===== config.mk =====
export PLATFORM = sky130hd
export DESIGN_NAME = line_clear
export DESIGN_NICKNAME = d
export VERILOG_FILES = /design/src/rtl/tetris_pkg.sv /design/src/rtl/line_clear_ctr.sv /design/src/rtl/line_clear.sv
export SDC_FILE = /design/constraint.sdc
export NUM_CORES = 1
export LEC_CHECK = 0
export BUFFER_PORTS_ARGS = -buffer_cell sky130_fd_sc_hd__buf_2
export CORE_AREA = 3 3 70 72
export CTS_CLUSTER_DIAMETER = 80
export DETAILED_ROUTE_END_ITERATION = 6
export DIE_AREA = 0 0 73 75
export PLACE_DENSITY = 0.73
export SYNTH_ARGS = -nofsm -noshare
export SYNTH_HDL_FRONTEND = slang
export SYNTH_HIERARCHICAL = 1
export SYNTH_SLANG_ARGS = --single-unit

===== constraint.sdc =====
create_clock -name clk -period 3.3 [get_ports clk]
set_input_delay 0.33 -clock clk [delete_from_list [all_inputs] [get_ports clk]]
set_output_delay 0.33 -clock clk [all_outputs]
set_load 0.01 [all_outputs]

===== src/rtl/tetris_pkg.sv =====
// Shared board constants, cell/state types and the optional line-score table
// (score table present only when LINE_CLEAR_SCORE_EN is defined).
package tetris_pkg;

    localparam int BOARD_W = 10;
    localparam int BOARD_H = 20;
    localparam int ID_W    = 3;
    localparam int ADDR_W  = $clog2(BOARD_W * BOARD_H);
    localparam int CNT_W   = $clog2(BOARD_H + 1);
    localparam int X_W     = $clog2(BOARD_W);
    localparam int Y_W     = $clog2(BOARD_H);

    typedef logic [ID_W-1:0] cell_id_t;

    typedef enum logic [2:0] {
        S_IDLE,
        S_SCAN_RD,
        S_SCAN_CHK,
        S_SHIFT_RD,
        S_SHIFT_WR,
        S_CLR,
        S_DONE
    } lc_state_t;

`ifdef LINE_CLEAR_SCORE_EN
    localparam logic [11:0] SCORE_LUT [0:4] = '{12'd0, 12'd100, 12'd300, 12'd500, 12'd800};

    function automatic logic [11:0] score_of(input logic [CNT_W-1:0] n);
        if (n >= CNT_W'(4))
            return SCORE_LUT[4];
        return SCORE_LUT[int'(n)];
    endfunction
`endif

endpackage


===== src/rtl/line_clear_ctr.sv =====
// Control FSM for the line-clear pass: sequences scan, shift and clear phases
// and issues register-update commands to the datapath in line_clear.
module line_clear_ctr
    import tetris_pkg::*;
(
    input  logic clk,
    input  logic rst_n,
    input  logic start,
    input  logic x_eq_last,
    input  logic y_eq_zero,
    input  logic sy_eq_zero,
    input  logic rd_eq_zero,
    output logic init_regs,
    output logic clr_x,
    output logic incr_x,
    output logic decr_y,
    output logic load_sy,
    output logic decr_sy,
    output logic incr_cnt,
    output logic latch_result,
    output logic rd_en,
    output logic rd_shift,
    output logic wr_en,
    output logic wr_clr,
    output logic ready,
    output logic done
);

    lc_state_t state_reg, state_next;

    always_ff @(posedge clk or negedge rst_n) begin
        if (!rst_n)
            state_reg <= S_IDLE;
        else
            state_reg <= state_next;
    end

    always_comb begin
        state_next   = state_reg;
        init_regs    = 1'b0;
        clr_x        = 1'b0;
        incr_x       = 1'b0;
        decr_y       = 1'b0;
        load_sy      = 1'b0;
        decr_sy      = 1'b0;
        incr_cnt     = 1'b0;
        latch_result = 1'b0;
        rd_en        = 1'b0;
        rd_shift     = 1'b0;
        wr_en        = 1'b0;
        wr_clr       = 1'b0;
        ready        = 1'b0;
        done         = 1'b0;
        unique case (state_reg)
            S_IDLE: begin
                ready = 1'b1;
                if (start) begin
                    init_regs  = 1'b1;
                    state_next = S_SCAN_RD;
                end
            end
            S_SCAN_RD: begin
                rd_en      = 1'b1;
                state_next = S_SCAN_CHK;
            end
            S_SCAN_CHK: begin
                if (rd_eq_zero) begin
                    if (y_eq_zero) begin
                        state_next = S_DONE;
                    end else begin
                        decr_y     = 1'b1;
                        clr_x      = 1'b1;
                        state_next = S_SCAN_RD;
                    end
                end else if (x_eq_last) begin
                    // x wraps to 0 through incr_x, ready for the shift sweep
                    incr_cnt   = 1'b1;
                    load_sy    = 1'b1;
                    incr_x     = 1'b1;
                    state_next = S_SHIFT_RD;
                end else begin
                    incr_x     = 1'b1;
                    state_next = S_SCAN_RD;
                end
            end
            S_SHIFT_RD: begin
                if (sy_eq_zero) begin
                    state_next = S_CLR;
                end else begin
                    rd_en      = 1'b1;
                    rd_shift   = 1'b1;
                    state_next = S_SHIFT_WR;
                end
            end
            S_SHIFT_WR: begin
                wr_en      = 1'b1;
                incr_x     = 1'b1;
                decr_sy    = x_eq_last;
                state_next = S_SHIFT_RD;
            end
            S_CLR: begin
                wr_en  = 1'b1;
                wr_clr = 1'b1;
                incr_x = 1'b1;
                // y is left alone so the row that dropped into it is rescanned
                if (x_eq_last)
                    state_next = S_SCAN_RD;
            end
            S_DONE: begin
                done         = 1'b1;
                latch_result = 1'b1;
                state_next   = S_IDLE;
            end
            default: state_next = S_IDLE;
        endcase
    end

endmodule


===== src/rtl/line_clear.sv =====
// Removes full board rows bottom-up, shifting the rows above down by one.
// Define LINE_CLEAR_SCORE_EN to add the registered score_delta output.
module line_clear
    import tetris_pkg::*;
(
    input  logic              clk,
    input  logic              rst_n,
    input  logic              start,
    output logic              ready,
    output logic              done,
    output logic [CNT_W-1:0]  lines_cleared,
    output logic              rd_en,
    output logic [ADDR_W-1:0] rd_addr,
    input  cell_id_t          rd_data,
    output logic              wr_en,
    output logic [ADDR_W-1:0] wr_addr,
    output cell_id_t          wr_data
`ifdef LINE_CLEAR_SCORE_EN
    ,
    output logic [11:0]       score_delta
`endif
);

    logic [X_W-1:0]   x_reg;
    logic [Y_W-1:0]   y_reg;
    logic [Y_W-1:0]   sy_reg;
    logic [CNT_W-1:0] count_reg;
    logic [CNT_W-1:0] lines_reg;

    logic init_regs, clr_x, incr_x, decr_y, load_sy, decr_sy, incr_cnt, latch_result;
    logic rd_shift, wr_clr;
    logic x_eq_last, y_eq_zero, sy_eq_zero, rd_eq_zero;

    assign x_eq_last  = (x_reg == X_W'(BOARD_W - 1));
    assign y_eq_zero  = (y_reg == '0);
    assign sy_eq_zero = (sy_reg == '0);
    assign rd_eq_zero = (rd_data == '0);

    line_clear_ctr u_ctr (
        .clk          (clk),
        .rst_n        (rst_n),
        .start        (start),
        .x_eq_last    (x_eq_last),
        .y_eq_zero    (y_eq_zero),
        .sy_eq_zero   (sy_eq_zero),
        .rd_eq_zero   (rd_eq_zero),
        .init_regs    (init_regs),
        .clr_x        (clr_x),
        .incr_x       (incr_x),
        .decr_y       (decr_y),
        .load_sy      (load_sy),
        .decr_sy      (decr_sy),
        .incr_cnt     (incr_cnt),
        .latch_result (latch_result),
        .rd_en        (rd_en),
        .rd_shift     (rd_shift),
        .wr_en        (wr_en),
        .wr_clr       (wr_clr),
        .ready        (ready),
        .done         (done)
    );

    always_ff @(posedge clk or negedge rst_n) begin
        if (!rst_n) begin
            x_reg     <= '0;
            y_reg     <= '0;
            sy_reg    <= '0;
            count_reg <= '0;
            lines_reg <= '0;
        end else begin
            if (init_regs || clr_x)
                x_reg <= '0;
            else if (incr_x)
                x_reg <= x_eq_last ? '0 : x_reg + 1'b1;
            if (init_regs)
                y_reg <= Y_W'(BOARD_H - 1);
            else if (decr_y)
                y_reg <= y_reg - 1'b1;
            if (load_sy)
                sy_reg <= y_reg;
            else if (decr_sy)
                sy_reg <= sy_reg - 1'b1;
            if (init_regs)
                count_reg <= '0;
            else if (incr_cnt && count_reg != CNT_W'(BOARD_H))
                count_reg <= count_reg + 1'b1;
            if (latch_result)
                lines_reg <= count_reg;
        end
    end

`ifdef LINE_CLEAR_SCORE_EN
    logic [11:0] score_reg;

    always_ff @(posedge clk or negedge rst_n) begin
        if (!rst_n)
            score_reg <= '0;
        else if (latch_result)
            score_reg <= score_of(count_reg);
    end

    assign score_delta = score_reg;
`endif

    logic [Y_W-1:0] rd_row;
    logic [Y_W-1:0] wr_row;

    // Shift reads come from the row above the destination row sy
    assign rd_row  = rd_shift ? sy_reg - 1'b1 : y_reg;
    assign wr_row  = wr_clr ? '0 : sy_reg;
    assign rd_addr = ADDR_W'(rd_row) * ADDR_W'(BOARD_W) + ADDR_W'(x_reg);
    assign wr_addr = ADDR_W'(wr_row) * ADDR_W'(BOARD_W) + ADDR_W'(x_reg);
    assign wr_data = wr_clr ? '0 : rd_data;

    assign lines_cleared = lines_reg;

endmodule


# --- After elaboration in Yosys (flattened, before gate mapping) ---
# Cells that the tools add are included.
word_totals:
  register_bits: 27
  in_bits: 6
  wordCells: 73
  output_inout_bits: 28
classes:
  muxes: 37
  n_reduce_logical: 12
  n_mul: 2
  eq_ne: 10
  addsub: 6
ops:
  columns: ["cell", "count"]
  rows:
  - ["two-way mux 5 bit", 8]
  - ["case mux 3 bit (6 select lines)", 1]
  - ["two-way mux 1 bit", 17]
  - ["adder 8 x 4 -> 8 bit", 2]
  - ["two-way mux 3 bit", 5]
  - ["multiplier 5 x 3 -> 7 bit, second input constant", 2]
  - ["two-way mux 4 bit", 3]
  - ["logical NOT 5 bit", 2]
  - ["subtractor 5 x 1 -> 5 bit, second input constant", 2]
  - ["equality test 3 bit, second input constant", 3]
  - ["nonzero test 2 bit", 4]
  - ["equality test 3 x 2 -> 1 bit, second input constant", 2]
  - ["logical NOT 3 bit", 2]
  - ["adder 5 x 1 -> 5 bit, second input constant", 1]
  - ["!= test 5 bit, second input constant", 1]
  - ["adder 4 x 1 -> 4 bit, second input constant", 1]
  - ["equality test 4 bit, second input constant", 1]
  - ["case mux 1 bit (2 select lines)", 2]
  - ["equality test 3 x 1 -> 1 bit, second input constant", 1]
  - ["two-way mux 2 bit", 1]
  - ["!= test 2 x 1 -> 1 bit, second input constant", 1]
  - ["!= test 2 bit, second input constant", 1]
  - ["AND reduction 2 bit", 1]
  - ["OR reduction 2 bit", 1]
  - ["2 further kinds", 2]

# --- Logic depth before layout (Yosys ltp) ---
# Gate-level depths: netlist of the first run.
logic_depth:
  depth_word: 7
  mapped_depth: 15
  ltp_nobuf: 14

# --- By module ---
# Netlist of the first run, hierarchy kept.
by_module_without_submodules:
  columns: ["mod", "cells_per_inst", "seq_area_each_um2", "instances", "area_per_inst_um2"]
  rows:
  - ["line_clear", 200, 600.6, 1, 1906.8]
  - ["line_clear_ctr", 31, 75.1, 1, 264.0]

# --- Worst setup path before layout of the first run ---
# No wires, ideal clock.
synth_timing:
  path_kind: "register -> output"
  from: "reg sy_reg[0]"
  to: "out rd_addr[7]"
  n_path_buf: 1
  required_ps: 2970
  path_slack_ps: -403
  t_arrival_ps: 3373
  path_stages_with_launch: 15
  cell_sequence: "dfrtp_1 > inv_1 > ha_1 > nor3b_2 > nor2b_1 > nor3_1 > clkbuf_1 > mux2i_1 > ha_1 > ha_1 > fa_1 > xor2_1 > nand4_1 > xnor2_1 > xnor2_1"
synth_between:
  elab_chain_cells: 6
  word_cells_on_any_way: 7
  classes_between: "add/sub: 2; mul: 1; mux: 3; reduce/logical: 1"
synth_rtl:
  columns: ["element", "line", "text"]
  rows:
  - ["start: declaration", "line_clear.sv:26", "logic [Y_W-1:0] sy_reg;"]
  - ["start signal: assignment", "line_clear.sv:80", "sy_reg <= y_reg;"]
  - ["start signal: assignment", "line_clear.sv:82", "sy_reg <= sy_reg - 1'b1;"]
  - ["logical NOT 5 bit", "line_clear.sv:36", "assign sy_eq_zero = (sy_reg == '0);"]
  - ["named net sy_eq_zero", "line_clear.sv:32", "logic x_eq_last, y_eq_zero, sy_eq_zero, rd_eq_zero;"]
  - ["two-way mux 1 bit", "line_clear_ctr.sv:87", "if (sy_eq_zero) begin"]
  - ["two-way mux 1 bit", "line_clear_ctr.sv:54", "unique case (state_reg)"]
  - ["named net rd_shift", "line_clear.sv:31", "logic rd_shift, wr_clr;"]
  - ["two-way mux 5 bit", "line_clear.sv:109", "assign rd_row = rd_shift ? sy_reg - 1'b1 : y_reg;"]
  - ["multiplier 5 x 3 -> 7 bit", "line_clear.sv:111", "assign rd_addr = ADDR_W'(rd_row) * ADDR_W'(BOARD_W) + ADDR_W'(x_reg);"]
  - ["adder 8 x 4 -> 8 bit", "line_clear.sv:111", null]
  - ["end: declaration", "line_clear.sv:13", "output logic [ADDR_W-1:0] rd_addr,"]
# The timed path passes the listed nets, and every way through them passes these cells.

# --- Final worst setup path of the first run ---
# Same ends and word-level chain as after synthesis.

==> reports/metrics.cfg, run 1 <==
[worst_setup_path]
required_ps=2970
critPathCaptureType=output pin
cp_max_fo=8
crit_type=reg2out
worstPathArrival_ps=3380
start_kind=flop

[finish]
final_cell_mix=buf_2 (33), dfrtp_1 (26), buf_4 (26)
final_common_cell=buf_2
multi_input_area_mm2=0.00158
instances_no_fill=340
fillCellCount=351
ff_latch_area_um2=677
drive_gt1_share_pct=37.2
nets=324
antenna_cells=0
syn_to_final_growth_pct=29.9

[pwr]
net-switching-power_uw=735
cellInternalPower_mw=1.01
seqPwrFrac_pct=25.3
power_leakage_nw=1.36
power.share.clock_pct=10.5
p_total_mw=1.75
power_frac_comb_pct=64.2
ir_drop_mv=0.344
switching_share_pct=42.0
power_density_mw_per_mm2=620

[clocking]
root_buffer=clkbuf_8
clk-insertion-delay-late_ps=270
htreeDepth=1
cts_buffers=3
cts_tree=built
clk_transition_reported_paths_ps=90
cts_sinks=27
cts_buffer_depth=2

[floorplanning]
die_area_mm2=0.00548
die_w_um=73
initial_core_util_pct=49.9
ioPinCount=34
rows=24
fp.dieH_um=75
coreArea_mm2=0.00435

[timing]
rsz0062_at_grt=true
fin_worst_skew_ps=6.55
hold_slack_ps=61.0
setup_viol=3
max_freq_mhz=270
hold_viol=0
finalSetupTns_ps=-672
slew_headroom_pct=51.1
fin_crit_ps=3710
drv_slew=0
tightest_slew_ps=727
period_share_pct=112
fin_ws_ps=-410

[synthesis]
synthTopCellsByArea=dfrtp_1 (31%), ha_1 (14%), xnor2_1 (7.3%)
yosysSeqAreaShare_pct=31.1
synth-seq-cells=27
syn_area_mm2=0.00217
syn-num-nets=266
ys_warn_count=6
synth.distinct_cells=39
avgSynthCellArea_um2=9.40
synth_top_area_share_pct=31.1
synth_cells=231
synth_top_cell_by_area=dfrtp_1

[status]
outcome=complete, but fails checks
violations=setup timing

[route]
viasPerCell=5.39
vias=1831
firstDrtPassIters=4
wl_per_cell_um=14.2
dr.first_iter.drc_count=66
wl_mm=4.84
ant_nets=0
drc=0

[global_routing]
grt_pass1_wl_mm=7.82
antenna_found_initial=0
grtUsageTotal_pct=18.0
grt_pass1_vias=1753
grt_max_degree=28
grt_overflow_total=0

[job]
cap_violations=0

[placement]
place_inst=324
numPortBuffers=33
place_congestion=0.777
hpwl_mm=3.43

[min_path]
hp-class=in2async

-- layer usage --
layer  track usage [%]  vias up  part of all wire (%)
met1              21.4      862                    43
met3              3.07       15                   4.1
met4              4.92        0                   2.0
li1                  -      902                     -
met5                 0        -                     0
met2              33.5       52                    51
-- power groups by stage --
stage                     registers [mW]  clock network [mW]  logic (mW)
after floorplan                    0.442                   0       0.642
after CTS                          0.446               0.193       0.995
after global placement             0.452                   0       0.909
after global routing               0.453               0.204        1.23
final                              0.442               0.183        1.12
after detailed placement           0.455                   0       0.923
-- what timing repair did --
item                       CTS  global route
gates resized for setup     16            16
buffers inserted             3             9
hold endpoints to repair     0             0
pin swaps                    4            13
hold buffers                 0             0
setup endpoints to repair    4             5
-- through the flow --
step           setup WS, ps  util (%)  cell area, µm²
2_1_floorplan         -41.5         -            2220
3_3_place_gp           53.1      57.8            2520
3_5_place_dp          -46.5      57.8            2520
4_1_cts                -210      61.4            2680
5_1_grt                -543      64.8            2820
6_report               -410      64.8            2820
-- cells in the mapped netlist --
| library cell | instances |
|---|---|
| nand3_1 | 4 |
| buf_2 | 1 |
| xnor2_1 | 18 |
| ha_1 | 25 |
| xor2_1 | 11 |
| o21ai_0 | 10 |
| nor4b_1 | 3 |
| and2_1 | 1 |
| dfrtp_1 | 27 |
| nor3b_1 | 2 |
| mux2i_1 | 5 |
| and3b_1 | 1 |
| nor3b_2 | 1 |
| clkbuf_1 | 2 |
| a21oi_2 | 2 |
| a21o_1 | 5 |
| nor2_1 | 15 |
| nand4_1 | 2 |
| buf_1 | 1 |
| o22ai_1 | 1 |
| inv_2 | 1 |
| o31ai_1 | 2 |
| a21bo_2 | 1 |
| o32ai_1 | 1 |
| fa_1 | 4 |
| nor2b_1 | 8 |
| buf_4 | 5 |
| nand2_1 | 17 |
| nand2b_1 | 4 |
| a22oi_1 | 1 |
| nor3_1 | 11 |
| a21oi_1 | 11 |
| o2111ai_1 | 1 |
| nand4b_1 | 1 |
| inv_1 | 16 |
| mux2_2 | 5 |
| and3_1 | 2 |
| a211oi_1 | 1 |
| nand2b_4 | 2 |
-- cell families after synthesis --
| logic type | synth area share (%) |
|---|---|
| compound gates | 10.3 |
| xor+xnor | 11.7 |
| fa+ha+maj | 18.1 |
| buf+inv | 5.42 |
| flops | 31.1 |
| mux | 4.90 |
| simple gates | 18.4 |
-- worst max-delay path, stage by stage, from the launching register on --
cell and delay, ps:
dfrtp_1 390, inv_2 70, ha_2 160, nor3b_4 190
nor2b_4 180, nor3_2 50, buf_6 140, nor2_1 150
a21oi_2 80, ha_4 260, ha_4 160, fa_2 540
nand4_1 100, xnor2_1 250, xnor2_1 200, buf_2 180
-- cell type report --
class / count / area share [%]
multi-input combinational: 178 / 55.9
sequential: 27 / 24.0
timing repair buffer: 62 / 14.0
tap: 52 / 2.31
inverter: 17 / 2.26
clock buffer: 4 / 1.60
-- worst paths after layout --
kind / start / end / slack [ps] / cells past startpoint
max: sy_reg[0] / rd_addr[7] / -410 / 15
min in group clk: start / u_ctr/state_reg[0] / 390 / 3
min reg2reg: lines_cleared[1] / lines_cleared[1] / 510 / 1
max in group asynchronous: rst_n / u_ctr/state_reg[1] / 2810 / 1
min: rst_n / count_reg[4] / 60 / 1
max reg2reg: y_reg[0] / y_reg[3] / 1160 / 8
(Power assumes the default switching activity.)
==> run 2, diff against run 1 <==
--- a/config.mk
+++ b/config.mk
@@ -6,11 +6,11 @@
 export NUM_CORES = 1
 export LEC_CHECK = 0
 export BUFFER_PORTS_ARGS = -buffer_cell sky130_fd_sc_hd__buf_2
-export CORE_AREA = 3 3 70 72
+export CORE_AREA = 3 3 65 79
 export CTS_CLUSTER_DIAMETER = 80
 export DETAILED_ROUTE_END_ITERATION = 6
-export DIE_AREA = 0 0 73 75
-export PLACE_DENSITY = 0.73
+export DIE_AREA = 0 0 68 82
+export PLACE_DENSITY = 0.72
 export SYNTH_ARGS = -nofsm -noshare
 export SYNTH_HDL_FRONTEND = slang
 export SYNTH_HIERARCHICAL = 1
==> constraint.sdc (replaced) <==
create_clock -name clk -period 3.3 [get_ports clk]
set_input_delay 0.825 -clock clk [delete_from_list [all_inputs] [get_ports clk]]
set_output_delay 0.825 -clock clk [all_outputs]
set_load 0.01 [all_outputs]
==> run 2 against run 1 <==
  * The flow still finishes with violations (setup timing)
  * Clock power rose by 6%
  * Die area is 1.8% higher
  * Via count is 2.9% higher
  * First-iteration DRC count down 48%
  * Critical path depth increased by 1
  * Non-clock buffer count up 25
  * Critical endpoint unchanged
  * Largest power group unchanged
==> reports/metrics.cfg, run 2 (synthesized netlist as in run 1, its figures left out) <==
[route]
dr.first_iter.drc_count=34  ; -48%
ant_nets=0  ; unchanged
drc=0  ; unchanged
vias=1884  ; +2.9%
wl_per_cell_um=13.7  ; -3.9%
firstDrtPassIters=4  ; unchanged
viasPerCell=5.08  ; -5.7%
wl_mm=5.07  ; +4.8%

[placement]
place_ws_ps=-581  ; -534 ps
hpwl_mm=3.65  ; +6.3%
numPortBuffers=33  ; unchanged
place_congestion=0.823  ; +5.9%
place_inst=358  ; +10%

[finish]
drive_gt1_share_pct=43.1  ; +6.0 points
antenna_cells=0  ; unchanged
fillCellCount=357  ; +1.7%
nets=349  ; +7.7%
final_common_cell=buf_4
syn_to_final_growth_pct=41.4
instances_no_fill=371  ; +9.1%
final_cell_mix=buf_4 (49), buf_2 (33), dfrtp_1 (27)

[min_path]
hp-class=reg2reg

[timing]
period_share_pct=125  ; +12 points
finalSetupTns_ps=-4120  ; -3440 ps
fin_crit_ps=4110  ; +404 ps
fin_ws_ps=-814  ; -404 ps
max_freq_mhz=243  ; -9.8%
tightest_slew_ps=734  ; +6.93 ps
hold_viol=0  ; unchanged
drv_slew=0  ; unchanged
setup_viol=9  ; +6
slew_headroom_pct=50.6  ; -0.47 points
fin_worst_skew_ps=4.81  ; -1.75 ps
rsz0062_at_grt=true

[clocking]
clk_transition_reported_paths_ps=100  ; about the same
htreeDepth=1  ; unchanged
cts_buffers=3  ; unchanged
root_buffer=clkbuf_8
cts_tree=built
cts_sinks=27  ; unchanged
cts_buffer_depth=2  ; unchanged
clk-insertion-delay-late_ps=280  ; about the same
cts_hold_buf=0  ; unchanged

[global_routing]
grtUsageTotal_pct=18.5  ; +0.46 points
grt_pass1_vias=1843  ; +5.1%
grt_overflow_total=0  ; unchanged
grt_pass1_wl_mm=8.05  ; +2.8%
grt_max_degree=28  ; unchanged
antenna_found_initial=0  ; unchanged

[worst_setup_path]
cp_max_fo=6  ; -2
required_ps=2470  ; -500 ps
critPathCaptureType=output pin
max_stage_delay_ps=550  ; about the same
path_cells=inv_2 -> ha_4 -> nor3b_4 -> nor2b_4 -> nor3_4 -> buf_12 -> buf_4 -> nor2_4 -> a21oi_4 -> ha_4 -> ha_4 -> fa_2 -> nand4_1 -> xnor2_1 -> xnor2_1 -> buf_2
worstPathArrival_ps=3290  ; -90 ps
start_kind=flop
crit_type=reg2out
slowest_stage=fa_2
cpMostUsedCell=ha_4

[pwr]
ir_drop_mv=0.395  ; +15%
power_frac_comb_pct=66.1  ; +1.9 points
seqPwrFrac_pct=23.5  ; -1.8 points
switching_share_pct=40.9  ; -1.1 points
power.share.clock_pct=10.4  ; about the same
power_density_mw_per_mm2=608  ; -2.0%
cellInternalPower_mw=1.10  ; +8.7%
net-switching-power_uw=763  ; +3.8%
power_leakage_nw=1.52  ; +11%

[floorplanning]
rows=27  ; +13%
initial_core_util_pct=48.0  ; -1.9 points
die_area_mm2=0.00558  ; +1.8%
die_w_um=68  ; -6.8%
ioPinCount=34  ; unchanged
fp.dieH_um=82  ; +9.3%
coreArea_mm2=0.00453  ; +4.0%

[job]
cap_violations=0  ; unchanged

[status]
violations=setup timing
outcome=complete, but fails checks

[run 2: changes by cell type in the layout (fill, tap and decap cells not counted), sizes merged]
| cell | change |
|---|---|
| clkinvlp | +1 |
| clkbuf | -1 |
| buf | +25 |
[run 2: final timing paths]
check,cells past startpoint,startpoint,slack (ps),endpoint
worst max-delay path,16,sy_reg[0],-810,rd_addr[7]
worst min-delay path,1,lines_cleared[3],510,lines_cleared[3]
worst max register to register,7,y_reg[0],1120,y_reg[3]
worst min register to register,1,lines_cleared[3],510,lines_cleared[3]
max in group asynchronous,1,rst_n,2370,sy_reg[4]
min in group asynchronous,1,rst_n,540,lines_cleared[3]
[run 2: what timing repair did]
| action | CTS | global route |
|---|---|---|
| setup endpoints to repair | 10 | 11 |
| setup buffers | 10 | 1 |
| endpoints found under the hold margin | 0 | 0 |
| pin swaps | 10 | 14 |
| gates resized for setup | 19 | 20 |
[run 2: cell type report]
type                    instances  area, µm²  area share (%)
multi-input cells             178       1610            52.5
well taps                      58       72.6            2.36
clock inverters                 1       7.51           0.245
inverters                      17       63.8            2.08
clock buffers                   3       41.3            1.35
flip-flops and latches         27        676            22.0
repair buffers                 87        598            19.5
[run 2: routing by layer]
layer | vias to the layer above | global-route usage (%) | part of all wire, %
met3 | 13 | 1.37 | 2.7
li1 | 949 | - | -
met2 | 36 | 35.9 | 55
met1 | 886 | 21.5 | 41
met4 | 0 | 4.17 | 2.0
met5 | - | 0 | 0
[run 2: worst max-delay path, delay by kind of cell (launching register included)]
family,cells,cell delay [ps]
compound gates,1,60
xor+xnor,2,350
fa+ha+maj,4,1010
flops,1,400
simple gates,5,700
buf+inv,4,500
[run 2: through the flow]
stage / hold WS [ps] / total power, mW / area (µm²) / util [%]
after floorplan: 489 / 1.08 / 2220 / -
after global placement: 489 / 1.46 / 2730 / 60.4
after detailed placement: 495 / 1.49 / 2730 / 60.4
after CTS: 521 / 1.80 / 2970 / 65.5
after global routing: 542 / 2.02 / 3070 / 67.8
final: 513 / 1.87 / 3070 / 67.8
[run 2: power by group through the flow]
stage               clock network [mW]  logic (mW)  registers, mW
floorplan                            0       0.642          0.442
global placement                     0        1.02          0.441
detailed placement                   0        1.04          0.443
CTS                              0.198        1.17          0.437
global route                     0.209        1.37          0.447
finish                           0.194        1.23          0.438
